[src/rtl/flit_monitor.sv]
// Monitor-port sink: timestamps valid flits and buffers them in a show-ahead FIFO
// with a ready/valid read port and a saturating overflow drop counter.
module flit_monitor #(
    parameter int DEPTH   = 8,
    parameter int STAMP_W = 16
) (
    input  logic                     clk,
    input  logic                     rst,
    input  logic [33:0]              flit_in,
    input  logic                     enable,
    input  logic                     clear,
    output logic                     out_valid,
    input  logic                     out_ready,
    output logic [32:0]              out_flit,
    output logic [STAMP_W-1:0]       out_stamp,
    output logic [$clog2(DEPTH):0]   fifo_count,
    output logic                     full,
    output logic                     empty,
    output logic [7:0]               drop_count
);
    localparam int AW = $clog2(DEPTH);
    localparam logic [AW:0] FULL_CNT = (AW+1)'(DEPTH);

    logic [STAMP_W-1:0] stamp_q;
    logic [32:0]        flit_mem  [DEPTH];
    logic [STAMP_W-1:0] stamp_mem [DEPTH];
    logic [AW-1:0]      wr_ptr_q, wr_ptr_d, rd_ptr_q, rd_ptr_d;
    logic [AW:0]        count_q, count_d;
    logic [7:0]         drop_q, drop_d;
    logic               push_req, pop, push_ok;

    // A full FIFO still accepts a push when the head leaves in the same cycle.
    always_comb begin
        push_req = flit_in[33] & enable;
        pop      = (count_q != '0) & out_ready;
        push_ok  = push_req & ((count_q != FULL_CNT) | pop);
        wr_ptr_d = wr_ptr_q;
        rd_ptr_d = rd_ptr_q;
        count_d  = count_q;
        drop_d   = drop_q;
        if (clear) begin
            wr_ptr_d = '0;
            rd_ptr_d = '0;
            count_d  = '0;
            drop_d   = '0;
        end else begin
            if (push_ok) wr_ptr_d = wr_ptr_q + AW'(1);
            if (pop)     rd_ptr_d = rd_ptr_q + AW'(1);
            if (push_ok && !pop)      count_d = count_q + (AW+1)'(1);
            else if (!push_ok && pop) count_d = count_q - (AW+1)'(1);
            if (push_req && !push_ok && drop_q != 8'hFF) drop_d = drop_q + 8'd1;
        end
    end

    always_ff @(posedge clk or posedge rst) begin
        if (rst) begin
            stamp_q  <= '0;
            wr_ptr_q <= '0;
            rd_ptr_q <= '0;
            count_q  <= '0;
            drop_q   <= '0;
        end else begin
            stamp_q  <= stamp_q + STAMP_W'(1);
            wr_ptr_q <= wr_ptr_d;
            rd_ptr_q <= rd_ptr_d;
            count_q  <= count_d;
            drop_q   <= drop_d;
        end
    end

    // Storage needs no reset: contents are only visible while count_q is nonzero.
    always_ff @(posedge clk) begin
        if (push_ok && !clear) begin
            flit_mem[wr_ptr_q]  <= flit_in[32:0];
            stamp_mem[wr_ptr_q] <= stamp_q;
        end
    end

    assign out_valid  = (count_q != '0);
    assign out_flit   = out_valid ? flit_mem[rd_ptr_q]  : '0;
    assign out_stamp  = out_valid ? stamp_mem[rd_ptr_q] : '0;
    assign fifo_count = count_q;
    assign full       = (count_q == FULL_CNT);
    assign empty      = (count_q == '0);
    assign drop_count = drop_q;
endmodule

[config.mk]
export PLATFORM = sky130hd
export DESIGN_NAME = flit_monitor
export DESIGN_NICKNAME = d
export VERILOG_FILES = /design/src/rtl/flit_monitor.sv
export SDC_FILE = /design/constraint.sdc
export NUM_CORES = 1
export LEC_CHECK = 0
export BUFFER_PORTS_ARGS = -buffer_cell sky130_fd_sc_hd__buf_4
export CORE_UTILIZATION = 50
export DETAILED_ROUTE_END_ITERATION = 12
export PLACE_DENSITY = 0.68
export RECOVER_POWER = 100
export SETUP_SLACK_MARGIN = 0.2
export SLEW_MARGIN = 10
export SYNTH_ARGS = -nofsm -noshare
export SYNTH_HDL_FRONTEND = slang
export SYNTH_SLANG_ARGS = --single-unit
[constraint.sdc]
create_clock -name clk -period 6.6 [get_ports clk]
set_input_delay 0.33 -clock clk [delete_from_list [all_inputs] [get_ports clk]]
set_output_delay 0.33 -clock clk [all_outputs]
set_load 0.01 [all_outputs]
==> results by group <==
Worst setup path
  • CP Capture Type: flop
  • Largest stage delay, worst path: 2.79 ns
  • Critical Path AT: ~5 ns
  • CP Launch Type: flop
  • Critical Path, Cell by Cell: or4b_1 -> o21bai_1 -> or3b_2 -> nor2_4 -> clkbuf_1
  • Reg2reg start: fifo_count[0]
  • Critical R2R Capture: flit_mem[5][11]
  • CP Max Fanout: 49
  • Flop-to-flop setup slack: approximately 1.8 ns
  • Worst R2R Path Depth: 5
  • Critical-path top delay cell: clkbuf_1
  • CP Class: reg -> reg
  • CP Data Required Time: about 6.6 ns

Drt
  • DR WL met2: 15100 um
  • DR top layer: met4
  • Vias per std cell: around 5.6
  • Met3 WL: approximately 1500 um
  • Vias: ~7800
  • Post-route ant nets: 0
  • Iteration-0 DRC Markers: ~530
  • Wire length on met1: ~14000 um
  • 1st-pass router iterations: 4
  • DRC Markers: 0
  • Routed wire length: 30500 um
  • Routed len/inst: 21.8 um

Finish
  • Most frequent cells in the layout: 392 x edfxtp_1, 109 x clkbuf_1, 98 x mux4_2
  • Antenna diodes: 0
  • Final Cell Area: between 15000 and 20000 um^2
  • Layout area overhead: 13.5%
  • Ratio of cells with drive above 1 in the final layout: 19.9%
  • Leading cell type in the layout, fill and taps excluded: edfxtp_1
  • Final #Nets: 973

Clocking
  • CTS root buf: clkbuf_16
  • Clock H-tree levels: 2
  • CTS tree: done
  • Num CTS Buffers: 44
  • # Post-CTS Setup Buffers: 0
  • Clk_lat worst skew: 0.53 ns
  • Clock sinks: about 430
  • CTS Buffer Depth: 3
  • Post-cts sizing count: 0
  • Clk pin slew, worst setup/hold paths: around 0.06 ns

Logic synthesis
  • Dominant cells by area after synthesis: edfxtp_1 71%, mux4_2 13%, dfrtp_1 5.1%
  • Synth Cell Area: around 17000 um^2
  • Post-synth EDFFs: 392
  • Syn avg cell area: roughly 21 um^2
  • Leading area contributor after synthesis: edfxtp_1
  • Async S/R FF share, synth: 7.98%
  • Post-synthesis sequential area ratio: 75.9%
  • FF+latch count, synth: 426
  • Ys Warns: 0
  • Syn Nets: roughly 850
  • Top cell type's share of synthesized area: roughly 71%
  • Unique masters post-synth: 48
  • Ys flop type: edfxtp_1
  • Post-Synthesis Cells: roughly 800

Pwr
  • Switching Power: approximately 1.7 mW
  • Maximum VDD drop: 0.189 mV
  • Clock share of power: 35.2%
  • P_int: ~4.8 mW
  • Net Sw Frac: ~26%
  • Flop pwr share: about 48%
  • Power per cell area: between 300 and 400 nW/um^2
  • Pleak: between 6 and 7 nW
  • Comb power frac: between 10% and 20%

Floorplan
  • Die ar.: 34000 um^2
  • Row count: 66
  • Initial Util: between 50 and 60%
  • # IOs: between 100 and 150
  • Core Box Area: 32600 um^2
  • Die width: between 150 and 200 um
  • Die Y-Extent: about 180 um

STA
  • Hold WS: around 0.12 ns
  • Fmax: about 0.21 GHz
  • Final Max Tran Viols: 434
  • Fin crit period: ~4.8 ns
  • Clock Skew: 0.0123 ns
  • Max-slew headroom: -164%
  • Worst Max-Slew Pin Slew: roughly 4.0 ns
  • RSZ-0062 raised after global routing: false
  • Final Cycle Share: 73.4%
  • Final TNS setup: 0 ns
  • Setup ws final: between 1.5 and 2 ns
  • Final Hold Viols: 0
  • Setup Viol. Count Final: 0

Global route
  • Initial antenna violation count: 0
  • Largest net degree at the start of global routing: 75
  • Gr ovfl total: 0
  • First-pass GRT wire length: 47200 um
  • Total GRT Usage: 18.8%
  • Number of global-route vias before repair: roughly 8100

Place
  • Gpl congestion: slightly above 0.7
  • Place WS: approximately 3.4 ns
  • Post-DP HPWL: around 15000 um
  • DP Area: between 15000 and 20000 um^2
  • IO Port Bufs: ~100

Job
  • Total of max-cap violations: 11

Status
  • Violated checks: max-capacitance violations, max-slew violations
  • Status: finished with violations

Min path
  • HP Start: out_ready
  • Hold endpoint: rd_ptr_q[1]
  • Worst hold path depth: 3
  • Hold Crit Class: in -> reg
## worst max path at each step
stage          slack (ns)  depth (start not counted)               to          start
2_1_floorplan        1.45                          5   flit_mem[1][0]  fifo_count[0]
3_3_place_gp         3.40                          5    out_stamp[13]    rd_ptr_q[0]
3_5_place_dp         3.38                          5    out_stamp[13]    rd_ptr_q[0]
4_1_cts              2.80                          5    out_stamp[13]    rd_ptr_q[0]
5_1_grt              1.44                          5     out_stamp[1]  fifo_count[0]
6_report             1.75                          5  flit_mem[5][11]  fifo_count[0]
## routing by layer
metal	global-route usage [%]	vias to the layer above
li1	-	3505
met1	26.0	4118
met2	31.2	188
met3	3.22	37
met4	4.57	0
met5	0	-
## flip-flops by register name (all words and copies together), names as in the netlist
register	cells
flit_mem	264
stamp_mem	128
drop_count	8
wr_ptr_q	3
fifo_count	4
rd_ptr_q	3
stamp_q	16
## metrics by stage
stage	util [%]	power [mW]	cells
after detailed placement	55.0	4.45	1322
final	57.9	6.52	1401
after CTS	59.2	6.75	1401
after global routing	57.9	6.80	1401
after global placement	55.0	4.44	1322
after floorplan	-	3.94	802
## cells by family after synthesis
kind of cell	share of synthesized area [%]
DFF	75.9
buffers and inverters	1.25
xor gates and xnor gates	1.05
adders and majority gates	0.572
muxes	16.6
and+or+nand+nor	3.41
AOI/OAI and AO/OA	1.16
## area by class of cell
type                       count  area [um^2]
fill                        2464        13700
sequential                   426        12600
multi-input combinational    327         3790
clock inverter                23          151
timing repair buffer         117          498
tap                          442          553
inverter                      11         42.5
clock buffer                  55         1200
## power by group through the flow
stage | clock (mW) | combinational, mW | sequential (mW)
after floorplan | 0 | 0.892 | 3.05
after global placement | 0 | 1.28 | 3.17
after detailed placement | 0 | 1.29 | 3.17
after CTS | 2.35 | 1.29 | 3.11
after global routing | 2.45 | 1.23 | 3.13
final | 2.30 | 1.11 | 3.11
## what timing repair did
action,4_1_cts,5_1_grt
setup endpoints to repair,0,0
hold endpoints to repair,34,0
hold buffers,1,0
## critical path: cells and delay by family, from the launching register on
family / cells / cell delay [ns]
flip-flops: 1 / 0.50
AND/OR/NAND/NOR: 3 / 0.90
AO/OA/AOI/OAI: 1 / 0.14
buffers and inverters: 1 / 2.79
## Yosys cell counts, types with 3 or more instances
cell / count
a21oi_1: 7
dfrtp_1: 34
and3_1: 3
buf_1: 5
nand2_1: 9
clkbuf_1: 23
mux4_2: 98
mux2i_1: 51
xnor2_1: 8
inv_1: 9
edfxtp_1: 392
nor2_1: 69
mux2_2: 4
buf_2: 9
or3_1: 3
ha_1: 6
or3_2: 4
xor2_1: 12
nand3_1: 14
nor3_1: 4
o21ai_0: 5
(Power assumes the default switching activity.)
